==> src/rtl/sop_mac_seq.sv <==
// sop_mac_seq: time-multiplexed sum-of-products engine.
// Captures N_PAIRS unsigned operand pairs and adds one term per cycle through a single
// W x W multiplier (or a W-bit adder when mode=1). The total is presented on a
// valid/ready output port and held there until it is taken.
module sop_mac_seq #(
   parameter  int W       = 9,
   parameter  int N_PAIRS = 6,
   localparam int ACC_W   = 2*W + $clog2(N_PAIRS)
) (
   input  logic                 clock,
   input  logic                 reset,
   input  logic                 in_valid,
   output logic                 in_ready,
   input  logic                 mode,
   input  logic [N_PAIRS*W-1:0] a_bus,
   input  logic [N_PAIRS*W-1:0] b_bus,
   output logic                 out_valid,
   input  logic                 out_ready,
   output logic [ACC_W-1:0]     out_data,
   output logic                 busy
);

   localparam int IDX_W = $clog2(N_PAIRS);
   localparam logic [IDX_W-1:0] IDX_LAST = IDX_W'(N_PAIRS - 1);

   typedef enum logic [1:0] {S_IDLE, S_RUN, S_DONE} state_t;

   state_t                      state;
   logic [N_PAIRS-1:0][W-1:0]   a_q;
   logic [N_PAIRS-1:0][W-1:0]   b_q;
   logic                        mode_q;
   logic [IDX_W-1:0]            idx;
   logic [ACC_W-1:0]            acc;

   logic [W-1:0]                a_sel;
   logic [W-1:0]                b_sel;
   logic [2*W-1:0]              prod;
   logic [W:0]                  sum;
   logic [ACC_W-1:0]            term;
   logic [ACC_W-1:0]            acc_next;

   // Select the current pair and form its term; the operands are zero-extended so the
   // full product and the carry of the sum are kept before widening to ACC_W.
   always_comb begin
      a_sel    = a_q[idx];
      b_sel    = b_q[idx];
      prod     = {{W{1'b0}}, a_sel} * {{W{1'b0}}, b_sel};
      sum      = {1'b0, a_sel} + {1'b0, b_sel};
      term     = mode_q ? ACC_W'(sum) : ACC_W'(prod);
      acc_next = acc + term;
   end

   // Control FSM with registered handshake outputs; out_data is loaded only on the
   // final accumulation so it keeps the last result after the block returns to IDLE.
   always_ff @(posedge clock or posedge reset) begin
      if (reset) begin
         state     <= S_IDLE;
         a_q       <= '0;
         b_q       <= '0;
         mode_q    <= 1'b0;
         idx       <= '0;
         acc       <= '0;
         in_ready  <= 1'b1;
         out_valid <= 1'b0;
         out_data  <= '0;
         busy      <= 1'b0;
      end else begin
         case (state)
            S_IDLE: begin
               if (in_valid) begin
                  a_q      <= a_bus;
                  b_q      <= b_bus;
                  mode_q   <= mode;
                  acc      <= '0;
                  idx      <= '0;
                  in_ready <= 1'b0;
                  busy     <= 1'b1;
                  state    <= S_RUN;
               end
            end
            S_RUN: begin
               acc <= acc_next;
               if (idx == IDX_LAST) begin
                  out_data  <= acc_next;
                  out_valid <= 1'b1;
                  state     <= S_DONE;
               end else begin
                  idx <= idx + IDX_W'(1);
               end
            end
            S_DONE: begin
               // A bundle offered at the same edge waits for the next IDLE cycle.
               if (out_ready) begin
                  out_valid <= 1'b0;
                  busy      <= 1'b0;
                  in_ready  <= 1'b1;
                  state     <= S_IDLE;
               end
            end
            default: begin
               state <= S_IDLE;
            end
         endcase
      end
   end

endmodule

==> config.mk <==
export PLATFORM = sky130hd
export DESIGN_NAME = sop_mac_seq
export DESIGN_NICKNAME = d
export VERILOG_FILES = /design/src/rtl/sop_mac_seq.sv
export SDC_FILE = /design/constraint.sdc
export NUM_CORES = 1
export LEC_CHECK = 0
export BUFFER_PORTS_ARGS = -buffer_cell sky130_fd_sc_hd__buf_2
export CAP_MARGIN = 25
export CORE_MARGIN = 5
export CORE_UTILIZATION = 30
export CTS_CLUSTER_DIAMETER = 50
export DETAILED_ROUTE_END_ITERATION = 6
export PLACE_DENSITY = 0.46
export SYNTH_ARGS = -nofsm -noshare
export SYNTH_HDL_FRONTEND = slang
export SYNTH_SLANG_ARGS = --single-unit
export TNS_END_PERCENT = 50
==> constraint.sdc <==
create_clock -name clock -period 10.1 [get_ports clock]
set_clock_uncertainty 0.1 [all_clocks]
set_input_delay 2.02 -clock clock [delete_from_list [all_inputs] [get_ports clock]]
set_output_delay 2.02 -clock clock [all_outputs]
set_load 0.01 [all_outputs]
# Word level (Yosys, flattened, before mapping)
# Index checks and enable logic that the tools add are counted.
# word_totals
register_bits	159
input_bits	113
out_inout_bits	24
wordCells	65
# classes
addsub	3
multipliers	1
n_lt_le_gt_ge	1
n_eq_ne	7
muxes	22
n_reduce_logical	11
# op_table
cell	count
binary-select mux 9 bit (select 3 bit)	2
case mux 21 bit (2 select lines)	1
adder 21 x 18 -> 21 bit	1
two-way mux 21 bit	1
multiplier 9 x 9 -> 18 bit	1
two-way mux 18 bit	1
two-way mux 9 bit	2
AND reduction 3 bit	4
adder 9 x 9 -> 10 bit	1
inequality test 2 bit, second input constant	4
two-way mux 2 bit	3
two-way mux 3 bit	2
case mux 1 bit (2 select lines)	3
case mux 2 bit (3 select lines)	1
case mux 3 bit (2 select lines)	1
AND reduction 2 bit	3
nonzero test 2 bit	3
two-way mux 1 bit	5
< comparator 3 x 4 -> 1 bit, second input constant	1
adder 3 x 1 -> 3 bit, second input constant	1
equality test 3 bit, second input constant	1
equality test 2 x 1 -> 1 bit, second input constant	1
equality test 2 bit, second input constant	1
logical NOT 2 bit	1

# Logic depth before layout (Yosys ltp)
# Gate-level depths: netlist (run 1).
# depth
ltp_word	6
depth_mapped	33
depth_no_buf	32

# Least setup slack after synthesis (run 1)
# No wires, ideal clock.
# synth_timing
path_kind	reg-to-reg
startpoint	register idx[0]
endpoint	register out_data[20]
setup_time_ns	0.123
arrival_time_ns	6.952
required_ns	9.877
path_slack_ns	2.924
path_stages_with_launch	29
n_path_buf	1
period_less_slack_ns	7.176
cell_sequence	dfrtp_1 -> buf_2 -> mux4_2 -> a21oi_1 -> inv_1 -> ha_1 -> inv_1 -> fa_1 -> fa_1 -> inv_1 -> fa_1 -> inv_1 -> fa_1 -> inv_1 -> ha_1 -> or2_2 -> a21boi_1 -> o41ai_4 -> o31ai_1 -> xor2_1 -> nor2_1 -> ha_1 -> a21oi_1 -> o21a_1 -> o21bai_1 -> a21oi_1 -> nor2b_1 -> a211oi_1 -> nand2_1
# synth_between
elab_chain_cells	5
# synth_lines
element	line_no	text
start: declaration	32	logic [IDX_W-1:0] idx;
start signal: assignment	88	idx <= idx + IDX_W'(1);
binary-select mux 9 bit (select 3 bit), on equally long branches	45, 46	
two-way mux 9 bit, on equally long branches	45, 46	
multiplier 9 x 9 -> 18 bit / adder 9 x 9 -> 10 bit (equally long branches)	47, 48	
two-way mux 18 bit	49	term = mode_q ? ACC_W'(sum) : ACC_W'(prod);
adder 21 x 18 -> 21 bit	50	acc_next = acc + term;
end signal: assignment	84	out_data <= acc_next;
end: declaration	19	output logic [ACC_W-1:0] out_data,
# Parallel ways exist; a longest one is shown, timed or not. The select of a mux whose other input is x is not followed.
# A chain may end at the register's enable or synchronous reset.

# Worst setup path in the final report (run 1)
# Same ends and word-level chain as after synthesis.

==> flow_summary.ini, run 1 <==
[cts]
cts_tree = done
clk_path_buf_depth = 2
clk_pin_slew_ns = 0.07
cts.sinks = 159
numCtsBuffers = 17
post_cts_buffers = 0
cts_resized = 0
worstSkewPairLatency_ns = 0.44
root_buffer = clkbuf_16
ctsHoldBuffers = 0
h-tree-depth = 4

[run_status]
outcome = complete, no violations

[global_routing]
antenna_found_initial = 10
grt_pass1_wl_mm = 43.91
grt-ovfl-total = 0
grt_usage_pct = 14.15
grt_pass1_vias = 7783
grt_max_degree = 85

[route]
wl_met1_mm = 13.38
ant_nets = 0
wl_met3_mm = 1.599
routed.top_layer = met5
wire_per_inst_um = 17.08
first_iter_violations = 265
drc = 0
wirelength_mm = 26.98
drt_first_pass_iters = 5
vias = 7469
viasPerCell = 4.727
met2_length_mm = 11.69

[synth]
synth-async-reset-ratio_pct = 100.0
yosys_warnings = 0
syn-num-nets = 1205
ys_ff_latch = 159
synthFlopType = dfrtp_1
avgSynthCellArea_um2 = 10.87
ys_seq_area_share_pct = 37.64
synth_edf_count = 0
syn-cell-area_mm2 = 0.01058
netlist_instances = 973
yosysUniqueCellTypes = 51

[die]
die-area_mm2 = 0.03911
start_util_pct = 30.46
die-width_um = 197.8
rows = 68
io_pins = 137
die_height_um = 197.8
core_mm2 = 0.03471

[final_layout]
area.growth.synth_to_final_pct = 17.25
layout-drive-gt1-share_pct = 29.32
final_nets = 1341
seq_area_mm2 = 0.003981
final_util_pct = 35.72
stdcell_count = 1580
fillCellCount = 3608
multiInputGateArea_mm2 = 0.006068

[sta]
tightestPinTransition_ns = 1.050
max_freq_mhz = 119.3
tns_ns = 0
hold_viol_final = 0
timing.final.crit_share_pct = 83.02
setup_violations = 0
drv_slew = 0
min_period_ns = 8.385
rsz0062_at_grt = false
holdWs_ns = 0.3727
relSlewSlack_pct = 30.02

[placed_design]
placedCellCount = 1544
io_buffers = 136
gp_congestion = 0.8372
dp_hpwl_mm = 21.09

[setup_path]
crit_path_end_kind = flop
crit_arrival_ns = 8.61
cp.required_ns = 10.33
path_max_fanout = 25
r2r_slack_ns = 1.72
crit_type = reg -> reg
start_kind = flop

[job]
drv_cap = 0

[worst_hold_path]
min_path_type = reg -> reg
critical path: stages, from the launching register on:
cell,delay (ns)
dfrtp_2,0.90
buf_4,0.33
mux4_2,0.51
a21oi_1,0.54
inv_1,0.23
nand2_1,0.14
fa_1,0.43
fa_1,0.55
inv_1,0.06
fa_1,0.52
inv_1,0.06
fa_1,0.54
inv_1,0.05
ha_1,0.33
or2_2,0.30
a21boi_1,0.27
o41ai_4,0.15
o31ai_1,0.27
xor2_1,0.17
nor2_1,0.07
ha_1,0.34
a21oi_1,0.25
o21a_1,0.21
o21bai_1,0.07
a21oi_1,0.48
nor2b_1,0.11
a211oi_1,0.22
nand2_1,0.07
flip-flops by register name (all words and copies together), names as in the netlist:
register,count
a_q,54
acc,21
b_q,54
busy,1
idx,3
in_ready,1
mode_q,1
out_data,21
out_valid,1
state,2
metal layers:
| metal | global-route usage, % | vias up |
|---|---|---|
| met5 | 0 | - |
| met4 | 2.576 | 16 |
| met3 | 4.679 | 37 |
| met2 | 20.81 | 145 |
| met1 | 20.58 | 3656 |
| li1 | - | 3615 |
cell usage in the layout (no fill, tap or decap), types with 4 or more instances in the layout:
cell type	n
nand3_1	4
o21ai_1	8
nor2b_1	15
and3_1	7
o31ai_1	5
nor2_1	68
mux2i_1	19
a21o_1	17
a21oi_1	45
a22o_1	10
xor2_1	12
o21bai_1	4
a211oi_1	4
mux4_2	18
xnor2_1	20
inv_1	103
a31oi_1	9
fa_1	52
and2_1	6
mux2_2	119
buf_4	10
nor3_1	4
nand2b_1	6
dfrtp_1	157
o211ai_1	9
clkbuf_16	17
ha_1	67
o21ai_0	35
buf_2	136
nand2_1	87
clkinvlp_4	6
final cells by class:
cell class / count / share of cell area (%)
Multi-Input combinational cell: 677 / 48.94
Sequential cell: 159 / 32.11
Timing Repair Buffer: 147 / 6.317
Tap cell: 455 / 4.591
Clock buffer: 20 / 3.602
Inverter: 107 / 3.280
Clock inverter: 12 / 1.100
Antenna cell: 3 / 0.06054
stage by stage:
| stage | worst slack [ns] | area, um2 |
|---|---|---|
| finish | 1.715 | 12400 |
| global route | 1.096 | 12390 |
| global placement | 1.735 | 11770 |
| CTS | 1.585 | 12360 |
| detailed placement | 1.607 | 11780 |
| floorplan | 2.924 | 10580 |
synth_stat cells (7+ instances only):
cell | number | area share (%)
a21oi_1 | 45 | 2.1
ha_1 | 67 | 7.9
dfrtp_1 | 158 | 37
o21ai_1 | 8 | 0.38
a31oi_1 | 9 | 0.53
fa_1 | 52 | 9.8
mux4_2 | 18 | 3.8
nor2_1 | 69 | 2.4
clkbuf_1 | 12 | 0.43
nor2b_1 | 15 | 0.89
xnor2_1 | 20 | 1.7
mux2i_1 | 19 | 1.8
o211ai_1 | 9 | 0.64
inv_1 | 104 | 3.7
a22o_1 | 10 | 0.83
xor2_1 | 12 | 0.99
nand2_1 | 87 | 3.1
and3_1 | 7 | 0.41
a21o_1 | 17 | 1.2
buf_2 | 16 | 0.76
o21ai_0 | 35 | 1.7
mux2_2 | 119 | 13
final timing paths:
path | startpoint | to | cells after the start
setup / recovery | idx[0] | out_data[20] | 27
hold / removal | out_data[11] | out_data[11] | 2
setup reg to reg | idx[0] | out_data[20] | 27
hold reg to reg | out_data[11] | out_data[11] | 2
max in group asynchronous | reset | b_q[21] | 4
min in group asynchronous | reset | a_q[24] | 2
logic make-up after synthesis:
logic type	synth area share [%]
AO/OA/AOI/OAI	10.13
AND/OR/NAND/NOR	8.460
multiplexers	18.30
buffers and inverters	5.052
flip-flops	37.64
adder cells (fa/ha/maj)	17.77
XOR/XNOR	2.650
Power of run 1 is left out: the tool's default activity adds up to more than one toggle a clock period on the data nets, which glitch-free logic cannot reach.
==> run 2: changes to the inputs <==
--- a/config.mk
+++ b/config.mk
@@ -5,6 +5,7 @@
 export SDC_FILE = /design/constraint.sdc
 export NUM_CORES = 1
 export LEC_CHECK = 0
+export ABC_AREA = 1
 export BUFFER_PORTS_ARGS = -buffer_cell sky130_fd_sc_hd__buf_2
 export CAP_MARGIN = 25
 export CORE_MARGIN = 5
==> constraint.sdc (replaced) <==
create_clock -name clock -period 7.9 [get_ports clock]
set_clock_uncertainty 0.1 [all_clocks]
set_input_delay 1.58 -clock clock [delete_from_list [all_inputs] [get_ports clock]]
set_output_delay 1.58 -clock clock [all_outputs]
set_load 0.01 [all_outputs]
==> flow_summary.ini, run 2 <==
[setup_path]
crit_type = reg -> reg
cp_common_cell = nand2_1
r2r_slack_ns = 0.61
slowest_delay_ns = 0.88
start_kind = flop
r2r_start = idx[0]
crit_arrival_ns = 7.52
cp.required_ns = 8.13
cp_slowest_cell = dfrtp_2
timing.rr.end = out_data[14]
ff2ff_path_depth = 28
crit_path_end_kind = flop
path_max_fanout = 47

[sta]
max_freq_mhz = 137.1
setup_violations = 0
tightestPinTransition_ns = 1.016
rsz0062_at_grt = false
hold_viol_final = 0
min_period_ns = 7.292
tns_ns = 0
drv_slew = 0
timing.final.crit_share_pct = 92.31
relSlewSlack_pct = 32.25

[cts]
ctsHoldBuffers = 0
clk_pin_slew_ns = 0.07
cts_tree = done
h-tree-depth = 4
cts_resized = 0
clk_path_buf_depth = 2
numCtsBuffers = 17
root_buffer = clkbuf_16
cts.sinks = 159
worstSkewPairLatency_ns = 0.45
post_cts_buffers = 0

[placed_design]
gp_congestion = 0.8645
io_buffers = 136
dp_hpwl_mm = 25.53

[route]
first_iter_violations = 537
wirelength_mm = 33.36
ant_nets = 0
viasPerCell = 4.465
drt_first_pass_iters = 5
wire_per_inst_um = 15.02
drc = 0
vias = 9916

[final_layout]
area.growth.synth_to_final_pct = 14.36
top_regs = a_q x54, b_q x54
final_cell_mix = nand2_1 (634), inv_1 (218), dfrtp_1 (157)
mostFrequentLayoutCell = nand2_1
fillCellCount = 4257
final_nets = 1922
layout-drive-gt1-share_pct = 13.21
diodes = 0

[global_routing]
grt-ovfl-total = 0
grt_pass1_wl_mm = 55.03
grt_pass1_vias = 10180
grt_max_degree = 97
grt_usage_pct = 15.70
antenna_found_initial = 1

[die]
rows = 72
io_pins = 137
die_height_um = 207.0
start_util_pct = 30.21
core_mm2 = 0.03856
die-area_mm2 = 0.04286
die-width_um = 207.0

[worst_hold_path]
whs_path_depth = 2
min_path_type = reg -> reg
holdPathEnd = in_ready
holdCritStartpoint = in_ready

[synth]
ys_seq_area_share_pct = 34.17
yosysUniqueCellTypes = 41
ys_ff_latch = 159
synthFlopType = dfrtp_1
synthTopCellsByArea = dfrtp_1 (34%), nand2_1 (20%), fa_1 (8.9%)
syn-num-nets = 1813
syn-cell-area_mm2 = 0.01165
synth-async-reset-ratio_pct = 100.0
synth_most_common_cell = nand2_1
yosys.area.top_type = dfrtp_1
yosys_warnings = 0
netlist_instances = 1581
synth_edf_count = 0
synth_top_cell_area_share_pct = 33.95
avgSynthCellArea_um2 = 7.366
yosys-top-cells-count = nand2_1 (634), inv_1 (219), dfrtp_1 (158)

[run_status]
outcome = complete, no violations

[job]
drv_cap = 0
run 2: worst max-delay path by stage:
stage,from,to,cells after the start
2_1_floorplan,reset,a_q[0],1
3_3_place_gp,idx[0],out_data[14],32
3_5_place_dp,idx[0],out_data[14],32
4_1_cts,idx[0],out_data[14],32
5_1_grt,idx[0],out_data[14],32
6_report,idx[0],out_data[14],28
run 2: layer usage:
layer | up-vias | GRT usage [%] | routed length (um)
met5 | - | 0 | 20
met4 | 2 | 3.922 | 516
met3 | 30 | 2.405 | 995
met2 | 151 | 25.12 | 15510
met1 | 4642 | 22.39 | 16320
li1 | 5091 | - | -
run 2: cell type report:
| class | instances | area, um2 | share of cell area, % |
|---|---|---|---|
| tap | 518 | 648.1 | 4.866 |
| clock buffer | 19 | 452.9 | 3.401 |
| inverter | 228 | 869.6 | 6.529 |
| timing repair buffer | 142 | 745.7 | 5.599 |
| sequential | 159 | 3981 | 29.89 |
| clock inverter | 13 | 151.4 | 1.137 |
| multi-input combinational | 1142 | 6470 | 48.58 |
run 2: kinds of logic after synthesis:
logic type,Yosys count,share of synthesized area (%)
XOR/XNOR,17,1.278
flip-flops,159,34.17
AND/OR/NAND/NOR,817,27.98
multiplexers,1,0.08595
AO/OA/AOI/OAI,188,10.03
buffers and inverters,280,10.31
adder cells (fa/ha/maj),119,16.14
run 2: per-stage QoR:
stage | util [%] | std cells | hold slack [ns] | instance area (um2) | setup WS, ns
after global placement | 32.91 | 2188 | 0.3508 | 12690 | 0.6619
final | 34.54 | 2221 | 0.3651 | 13320 | 0.6077
after floorplan | - | 1581 | 0.3436 | 11650 | 1.930
after CTS | 34.47 | 2220 | 0.3663 | 13290 | 0.5909
after global routing | 34.54 | 2221 | 0.3921 | 13320 | 0.09544
after detailed placement | 32.91 | 2188 | 0.3553 | 12690 | 0.6107
run 2: worst max-delay path: cells and delay by family (launching register included):
family                     cells  cell delay [ns]
and+or+nand+nor               10             1.45
AOI/OAI and AO/OA              7             1.29
DFF                            1             0.88
adders and majority gates      6             2.82
buffers and inverters          5             0.59
Power of run 2 is left out for the same reason.
==> run 3: changes to the inputs <==
--- a/config.mk
+++ b/config.mk
@@ -8,6 +8,7 @@
 export ABC_AREA = 1
 export BUFFER_PORTS_ARGS = -buffer_cell sky130_fd_sc_hd__buf_2
 export CAP_MARGIN = 25
+export CORE_ASPECT_RATIO = 2
 export CORE_MARGIN = 5
 export CORE_UTILIZATION = 30
 export CTS_CLUSTER_DIAMETER = 50
==> constraint.sdc (replaced) <==
create_clock -name clock -period 7.9 [get_ports clock]
set_clock_uncertainty 0.1 [all_clocks]
set_input_delay 0 -clock clock [delete_from_list [all_inputs] [get_ports clock]]
set_output_delay 0 -clock clock [all_outputs]
set_load 0.01 [all_outputs]
==> flow_summary.ini, run 3 (synthesis results as in run 2) <==
[cts]
h-tree-depth = 4
numCtsBuffers = 17
worstSkewPairLatency_ns = 0.45
cts.sinks = 159
clk_pin_slew_ns = 0.08
post_cts_buffers = 0
cts_resized = 0
clk_path_buf_depth = 2
ctsHoldBuffers = 134
cts_tree = done
root_buffer = clkbuf_16

[setup_path]
cp_common_cell = nand2_1
crit_arrival_ns = 7.40
crit_type = reg -> reg
slowest_delay_ns = 0.78
crit_path_end_kind = flop
ff2ff_path_depth = 30
r2r_slack_ns = 0.74
cp.required_ns = 8.14
path_max_fanout = 16
timing.rr.end = out_data[19]
worstSetupStartpoint = idx[1]
cp_slowest_cell = dfrtp_1
r2r_start = idx[1]
start_kind = flop

[sta]
setup_violations = 0
min_period_ns = 7.160
setup_ws_ns = 0.7397
rsz0062_at_grt = false
relSlewSlack_pct = 44.94
drv_slew = 0
tns_ns = 0
timing.final.crit_share_pct = 90.64
max_freq_mhz = 139.7
tightestPinTransition_ns = 0.8259
holdWs_ns = 0.1731
hold_viol_final = 0

[final_layout]
area.growth.synth_to_final_pct = 26.24
fillCellCount = 4153
top_regs = a_q x54, b_q x54
final_util_pct = 38.14
layout-drive-gt1-share_pct = 12.24
final_cell_mix = nand2_1 (634), inv_1 (218), dfrtp_1 (157)
diodes = 0
mostFrequentLayoutCell = nand2_1
final_nets = 2057

[route]
wire_per_inst_um = 15.51
vias = 10580
drt_first_pass_iters = 5
drc = 0
ant_nets = 0
wirelength_mm = 36.58
viasPerCell = 4.485
first_iter_violations = 381

[global_routing]
grt-ovfl-total = 0
antenna_found_initial = 0
grt_max_degree = 97
grt_pass1_vias = 11350
grt_pass1_wl_mm = 59.19
grt_usage_pct = 17.55

[die]
die-area_mm2 = 0.04310
rows = 102
die_height_um = 288.6
core_mm2 = 0.03854
start_util_pct = 30.22
io_pins = 137
die-width_um = 149.3

[worst_hold_path]
whs_path_depth = 4
holdPathEnd = b_q[34]
holdCritStartpoint = b_bus[34]
min_path_type = in -> reg

[job]
drv_cap = 0

[placed_design]
place_ws_ns = 0.7377
dp_hpwl_mm = 28.53
gp_congestion = 0.9040
io_buffers = 136

[run_status]
outcome = complete, no violations
==> run 3: cell count changes in the layout (fill, tap and decap cells not counted), sizes merged <==
cell | previous run | this run
dlygate4sd3 | 0 | 135
clkinv | 5 | 8
clkbuf | 19 | 17
bufinv | 2 | 1
clkinvlp | 3 | 2
inv | 231 | 232
==> run 3: worst max-delay path by stage <==
stage | endpoint | slack (ns) | depth (start not counted)
4_1_cts | out_data[20] | 0.72 | 30
2_1_floorplan | acc[14] | 2.14 | 30
3_5_place_dp | out_data[20] | 0.74 | 30
6_report | out_data[19] | 0.74 | 30
3_3_place_gp | out_data[20] | 0.73 | 30
5_1_grt | out_data[20] | 0.28 | 30
==> run 3: area by class of cell <==
cell class	instances	area (um2)	share of cell area, %
repair buffers	277	2110	14.35
inverters	228	869.6	5.915
well taps	520	650.6	4.426
flip-flops and latches	159	3981	27.08
multi-input cells	1142	6470	44.01
clock buffers	17	425.4	2.894
clock inverters	15	195.2	1.328
==> run 3: layer usage <==
layer | global-route usage [%] | wire length, um
met4 | 8.293 | 1695
met2 | 34.88 | 20860
met5 | 0 | 0
met3 | 1.916 | 692
met1 | 17.79 | 13330
==> run 3: worst max-delay path: cells and delay by family, from the launching register on <==
family / cells / cell delay, ns
adder cells (fa/ha/maj): 7 / 3.00
AO/OA/AOI/OAI: 7 / 1.51
AND/OR/NAND/NOR: 10 / 1.02
flip-flops: 1 / 0.78
buffers and inverters: 6 / 0.63
==> run 3: through the flow <==
stage	instance area [um2]	instances
after global routing	14700	2358
final	14700	2358
after CTS	14660	2356
after floorplan	11650	1581
after global placement	12700	2190
after detailed placement	12700	2190
Power of run 3 is left out for the same reason.
